File: config.mk
export PLATFORM = sky130hd
export DESIGN_NAME = operand_entry_flat
export DESIGN_NICKNAME = d
export VERILOG_FILES = /design/src/rtl/operand_entry_if.sv /design/src/rtl/operand_entry.sv /design/src/flat_wrapper.sv
export SDC_FILE = /design/constraint.sdc
export NUM_CORES = 1
export LEC_CHECK = 0
export ABC_CLOCK_PERIOD_IN_PS = 4700
export CAP_MARGIN = 20
export CORE_UTILIZATION = 25
export DETAILED_ROUTE_END_ITERATION = 8
export PLACE_DENSITY_LB_ADDON = 0.1
export SLEW_MARGIN = 20
export SYNTH_ARGS = -nofsm -noshare
export SYNTH_HDL_FRONTEND = slang
export SYNTH_SLANG_ARGS = --single-unit
File: constraint.sdc
create_clock -name CLK -period 4.7 [get_ports CLK]
set_clock_uncertainty 0.1 [all_clocks]
set_input_delay 0.705 -clock CLK [delete_from_list [all_inputs] [get_ports CLK]]
set_output_delay 0.705 -clock CLK [all_outputs]
set_load 0.1 [all_outputs]
File: src/rtl/operand_entry_if.sv
// operand_entry_if: switch/key inputs and operand/status outputs of operand_entry
interface operand_entry_if;
  logic [9:0] SW;
  logic [1:0] KEY;
  logic [3:0] X;
  logic [3:0] Y;
  logic       VALID;
  logic [1:0] STATE;
  logic [9:0] LED;
  modport master (output SW, KEY, input X, Y, VALID, STATE, LED);
  modport slave  (input SW, KEY, output X, Y, VALID, STATE, LED);
endinterface

File: src/rtl/operand_entry.sv
// operand_entry: synchronize/debounce keys and capture two operands; OPERAND_ENTRY_DEBOUNCE_BYPASS_EN removes debounce
module operand_entry #(
  parameter int DEBOUNCE_CYCLES = 500000
) (
  input logic CLK,
  input logic RST_N,
  operand_entry_if.slave bus
);
  typedef enum logic [1:0] {ENTER_A = 2'b00, ENTER_B = 2'b01, SHOW = 2'b10} state_t;
  state_t st;
  logic [3:0] s1, s2, x, y;
  logic [1:0] k1, k2, stab, prev, press;
  logic valid;
  logic unused_sw;
  assign unused_sw = ^bus.SW[9:4];
  // two-flop synchronizers; keys idle released
  always_ff @(posedge CLK or negedge RST_N)
    if (!RST_N) begin
      s1 <= '0;
      s2 <= '0;
      k1 <= 2'b11;
      k2 <= 2'b11;
    end else begin
      s1 <= bus.SW[3:0];
      s2 <= s1;
      k1 <= bus.KEY;
      k2 <= k1;
    end
`ifdef OPERAND_ENTRY_DEBOUNCE_BYPASS_EN
  assign stab = k2;
`else
  localparam int CW = $clog2(DEBOUNCE_CYCLES);
  logic [CW-1:0] cnt [2];
  // accept a new key level only after DEBOUNCE_CYCLES consecutive differing samples
  always_ff @(posedge CLK or negedge RST_N)
    if (!RST_N) begin
      stab <= 2'b11;
      for (int i = 0; i < 2; i++) cnt[i] <= '0;
    end else
      for (int i = 0; i < 2; i++)
        if (k2[i] == stab[i]) cnt[i] <= '0;
        else if (cnt[i] == CW'(DEBOUNCE_CYCLES - 1)) begin
          stab[i] <= k2[i];
          cnt[i] <= '0;
        end else cnt[i] <= cnt[i] + 1'b1;
`endif
  // previous stable level, so a press is the cycle stable falls
  always_ff @(posedge CLK or negedge RST_N)
    if (!RST_N) prev <= 2'b11;
    else prev <= stab;
  assign press = prev & ~stab;
  // operand capture FSM; clear beats enter, illegal code recovers to ENTER_A
  always_ff @(posedge CLK or negedge RST_N)
    if (!RST_N) begin
      st <= ENTER_A;
      x <= '0;
      y <= '0;
      valid <= 1'b0;
    end else begin
      valid <= 1'b0;
      if (press[1]) begin
        st <= ENTER_A;
        x <= '0;
        y <= '0;
      end else
        case (st)
          ENTER_A: if (press[0]) begin
            x <= s2;
            st <= ENTER_B;
          end
          ENTER_B: if (press[0]) begin
            y <= s2;
            valid <= 1'b1;
            st <= SHOW;
          end
          SHOW: if (press[0]) begin
            x <= s2;
            st <= ENTER_B;
          end
          default: begin
            st <= ENTER_A;
            x <= '0;
            y <= '0;
          end
        endcase
    end
  assign bus.X = x;
  assign bus.Y = y;
  assign bus.VALID = valid;
  assign bus.STATE = st;
  assign bus.LED = {st == SHOW, st == ENTER_B, y, x};
endmodule

File: src/flat_wrapper.sv
// flat-port wrapper written by rule: the top's interface ports become plain ports
module operand_entry_flat 
#(
  parameter int DEBOUNCE_CYCLES = 500000
)
  (CLK, RST_N, bus_SW, bus_KEY, bus_X, bus_Y, bus_VALID, bus_STATE, bus_LED);
  operand_entry_if bus_i ();
  input logic CLK;
  input logic RST_N;
  input wire logic [$bits(bus_i.SW)-1:0] bus_SW;
  input wire logic [$bits(bus_i.KEY)-1:0] bus_KEY;
  output wire logic [$bits(bus_i.X)-1:0] bus_X;
  output wire logic [$bits(bus_i.Y)-1:0] bus_Y;
  output wire logic [$bits(bus_i.VALID)-1:0] bus_VALID;
  output wire logic [$bits(bus_i.STATE)-1:0] bus_STATE;
  output wire logic [$bits(bus_i.LED)-1:0] bus_LED;
  assign bus_i.SW = bus_SW;
  assign bus_i.KEY = bus_KEY;
  assign bus_X = bus_i.X;
  assign bus_Y = bus_i.Y;
  assign bus_VALID = bus_i.VALID;
  assign bus_STATE = bus_i.STATE;
  assign bus_LED = bus_i.LED;
  operand_entry #(.DEBOUNCE_CYCLES(DEBOUNCE_CYCLES)) u_core (.CLK(CLK), .RST_N(RST_N), .bus(bus_i));
endmodule
# --- After elaboration in Yosys (flattened, before gate mapping) ---
# Cells that the tools add are included.
# Widths: inputs -> output; s select.
totals:
  reg_bits: 65
  latch_bits: 0
  ramBits: 0
  romBits: 0
  inputBits: 14
  n_memories: 0
op_classes:
  n_addsub: 2
  mul: 0
  n_div: 0
  n_lt_le_gt_ge: 0
  n_eq_ne: 10
  n_shift: 0
  mux: 16
  n_bitwise: 4
  reduce_logical: 7
op_table:
  columns: ["cell", "count"]
  rows:
  - ["$mux 19", 4]
  - ["$add 19x1->19 const B", 2]
  - ["$eq 19x19->1 const B", 2]
  - ["$pmux 4 s2", 2]
  - ["$mux 4", 3]
  - ["$reduce_and 2->1", 5]
  - ["$mux 2", 3]
  - ["$ne 3x1->1 const B", 2]
  - ["$ne 2x1->1 const B", 2]
  - ["$pmux 2 s2", 1]
  - ["$mux 1", 3]
  - ["$and 2x2->2", 1]
  - ["$eq 1x1->1", 2]
  - ["$eq 2x1->1 const B", 1]
  - ["$eq 2x2->1 const B", 1]
  - ["$logic_not 2->1", 1]
  - ["$not 1->1", 2]
  - ["$not 2->2", 1]
  - ["$reduce_or 2->1", 1]

# --- Depth between registers and ports, before layout ---
logic_depth:
  word_depth: 5
  mapped_depth: 6
  ltp_nobuf: 5

# --- Worst setup path before layout ---
# Ideal clock, no wire load.
synth_path:
  path_kind: "flip-flop to output port"
  start: "register u_core.st[0], in the netlist u_core.bus.STATE[0]"
  end: "output bus_LED[8]"
  arrival_ns: 2.931
  path_slack_ns: 0.964
  stages_incl_launch_ff: 3
  path_buffers: 0
  cell_sequence: "dfrtp_1 -> clkinv_1 -> nor2_1"
synth_between:
  elab_chain_len: 1
synth_rtl:
  columns: ["element", "line", "source"]
  rows:
  - ["start, declared", "operand_entry.sv:10", "state_t st;"]
  - ["start signal, assigned", "operand_entry.sv:55", "st <= ENTER_A;"]
  - ["start signal, assigned", "operand_entry.sv:62", "st <= ENTER_A;"]
  - ["start signal, assigned", "operand_entry.sv:69", "st <= ENTER_B;"]
  - ["$eq 2x1->1", "operand_entry.sv:91", "assign bus.LED = {st == SHOW, st == ENTER_B, y, x};"]
  - ["end, declared", "flat_wrapper.sv:16", "output wire logic [$bits(bus_i.LED)-1:0] bus_LED;"]
# Every way passes these cells.

# --- Worst setup path in the final report ---
# Same ends and word-level chain as after synthesis.

==> results_dict.tcl <==
set metrics [dict create \
    outcome "complete, no violations" \
    clkTransAtPathRegs_ps 60 \
    worst_pin_slew_ps 1010 \
    cts_sinks 65 \
    start_util_pct 25.8 \
    clock_latency_ps 340 \
    gp_congestion 0.702 \
    cp_max_fo 10 \
    track_usage_pct 11.2 \
    ioPinCount 35 \
    dr.pass1.iters 4 \
    syn_area_mm2 0.00296 \
    fin_crit_ps 3570 \
    cp-start-kind "flop" \
    fin_nets 314 \
    io_buffers 28 \
    p_leak_uw 0.00150 \
    post_cts_buffers 0 \
    grt_max_degree 35 \
    grt_pass1_wl_mm 10.6 \
    routedWlPerCell_um 13.7 \
    n_antenna_cell 0 \
    fin_setup_tns_ps 0 \
    criticalPathCategory "flop to primary output" \
    drive_above_1_share_pct 11.9 \
    num_rows 39 \
    drtIter0Drc 76 \
    yosys_warnings 0 \
    ctsResizeCount 0 \
    timing.fmax_mhz 280 \
    tritoncts "yes" \
    drv_cap 0 \
    syn-num-nets 288 \
    avgSynthCellArea_um2 10.9 \
    fin_util_pct 32.2 \
    setup_viol 0 \
    slew_viol_final 0 \
    drcViolationCount 0 \
    fp.dieH_um 111 \
    period_share_pct 75.9 \
    die-area_mm2 0.0123 \
    globalRouteOverflowTotal 0 \
    antenna_found_initial 0 \
    htreeDepth 3 \
    routed_via_density 4.55 \
    final_antenna_net_count 0 \
    ir_drop_mv 0.145 \
    ys_seq_elements 65 \
    synth-async-reset-ratio_pct 100 \
    ys_seq_area_share_pct 55.2 \
    synthFlopType "dfrtp_1" \
    dpl.hpwl_mm 3.89 \
    vias 2030 \
    postCtsHoldBufs 0 \
    end_kind "primary output" \
    yosys.cell_types.count 41 \
    clk_path_buf_depth 2 \
    core_area_mm2 0.0115 \
    hold_path_class "flop to flop" \
    grt_pass1_vias 2031 \
    rsz0062_at_grt "no" \
    worstPathRequired_ps 3890 \
    areaGrowthSynthToFinish_pct 24.6 \
    synth-edff-count 0 \
    wirelength_mm 6.10 \
    synthCells 272 \
    cts_root_buf "clkbuf_16" \
    relSlewSlack_pct 32.4 \
    finalHoldViolations 0 \
    cts_buffers 9 \
    power_density_mw_per_mm2 388 \
    arrival_ps 2760 \
    die_w_um 111 \
]
flip-flops by register name, indices dropped and copies added, names as in the netlist:
| name | cells |
|---|---|
| u_core.bus.X | 4 |
| u_core.s2 | 4 |
| u_core.cnt | 38 |
| u_core.bus.STATE | 2 |
| u_core.k1 | 2 |
| u_core.s1 | 4 |
| u_core.prev | 2 |
| u_core.k2 | 2 |
| u_core.bus.Y | 4 |
| u_core.stab | 2 |
| u_core.bus.VALID | 1 |
power breakdown:
group | switching, uW | internal [uW] | total, uW
logic | 21.3 | 11.1 | 32.5
registers | 6.36 | 571 | 577
clock network | 252 | 570 | 822
logic make-up (layout without fill, tap and decap cells):
group                      count (synthesis)  after routing  synth area share, %
AOI/OAI and AO/OA                         28             28                 7.39
xor gates and xnor gates                  29             29                 8.57
adders and majority gates                  2              2                0.844
buffers and inverters                     22             53                 4.14
DFF                                       65             65                 55.2
muxes                                      8              8                 2.96
and+or+nand+nor                          118            118                 20.9
layout make-up:
class                   count  area [um^2]
clock buffers              10          229
clock inverters             6          130
fillers                  1173         7780
inverters                   8         30.0
multi-input cells         185         1200
flip-flops and latches     65         1640
well taps                 143          179
repair buffers             29          283
placed cells by master, fill, tap and decap left out, types with 2 or more instances in the layout:
cell type,count
or4_1,4
a2bb2oi_1,4
clkbuf_16,9
nor4_1,9
clkinv_2,2
ha_1,2
nand4_1,8
nor2_1,49
o31ai_1,3
xnor2_1,22
mux2_2,5
nor4b_1,3
nor2b_1,2
xor2_1,7
a22oi_1,8
mux2i_1,2
inv_1,7
nor3_1,5
dfrtp_1,57
nand2b_1,2
clkdlybuf4s50_1,27
nand2_1,10
dfstp_2,8
nand3_1,12
or3_1,4
bufinv_16,4
o21ai_0,3
a21oi_1,8
worst max-delay path, cell delays in order (launching register included):
cell and delay (ps):
dfrtp_1 410, clkinv_1 290, nor2_1 500, clkdlybuf4s50_1 1230
layer usage:
| layer | vias to the layer above | global-route usage, % | wire length (um) |
|---|---|---|---|
| li1 | 995 | - | - |
| met2 | 31 | 15.7 | 2720 |
| met4 | 0 | 7.47 | 171 |
| met5 | - | 0 | 0 |
| met3 | 11 | 2.84 | 182 |
| met1 | 993 | 15.1 | 3020 |
worst paths after layout:
kind / from / end / slack, ps / cells past startpoint
worst max-delay path: u_core.bus.STATE[0] / bus_LED[8] / 1130 / 3
worst min-delay path: u_core.s1[3] / u_core.s2[3] / 250 / 0
worst max register to register: u_core.cnt[19] / u_core.cnt[21] / 2370 / 4
worst min register to register: u_core.s1[3] / u_core.s2[3] / 250 / 0
max in group asynchronous: RST_N / u_core.stab[1] / 3190 / 2
min in group asynchronous: RST_N / u_core.bus.STATE[1] / 340 / 1
cell usage after synthesis (2+ instances only):
cell type	number	share of area [%]
dfrtp_1	57	48
nor2_1	49	6.2
xnor2_1	22	6.5
nand3_1	12	2.0
buf_4	10	2.5
nand2_1	10	1.3
nor4_1	9	1.9
a21oi_1	8	1.4
a22oi_1	8	2.0
dfstp_2	8	7.1
nand4_1	8	1.7
inv_1	7	0.89
xor2_1	7	2.1
mux2_2	5	1.9
nor3_1	5	0.84
a2bb2oi_1	4	1.2
or3_1	4	0.84
or4_1	4	1.0
nor4b_1	3	0.89
o21ai_0	3	0.51
o31ai_1	3	0.76
buf_2	2	0.34
clkbuf_1	2	0.25
ha_1	2	0.84
mux2i_1	2	0.68
nand2b_1	2	0.42
nor2b_1	2	0.42
metrics by stage:
stage	instances	power, uW	hold WS [ps]	instance area [um^2]	setup WS (ps)
global route	446	1490	255	3690	1020
finish	446	1430	245	3690	1130
detailed placement	430	622	235	3330	1490
CTS	446	1460	247	3690	1110
floorplan	272	599	231	2960	964
global placement	430	622	236	3330	1490
(Power assumes the default switching activity.)
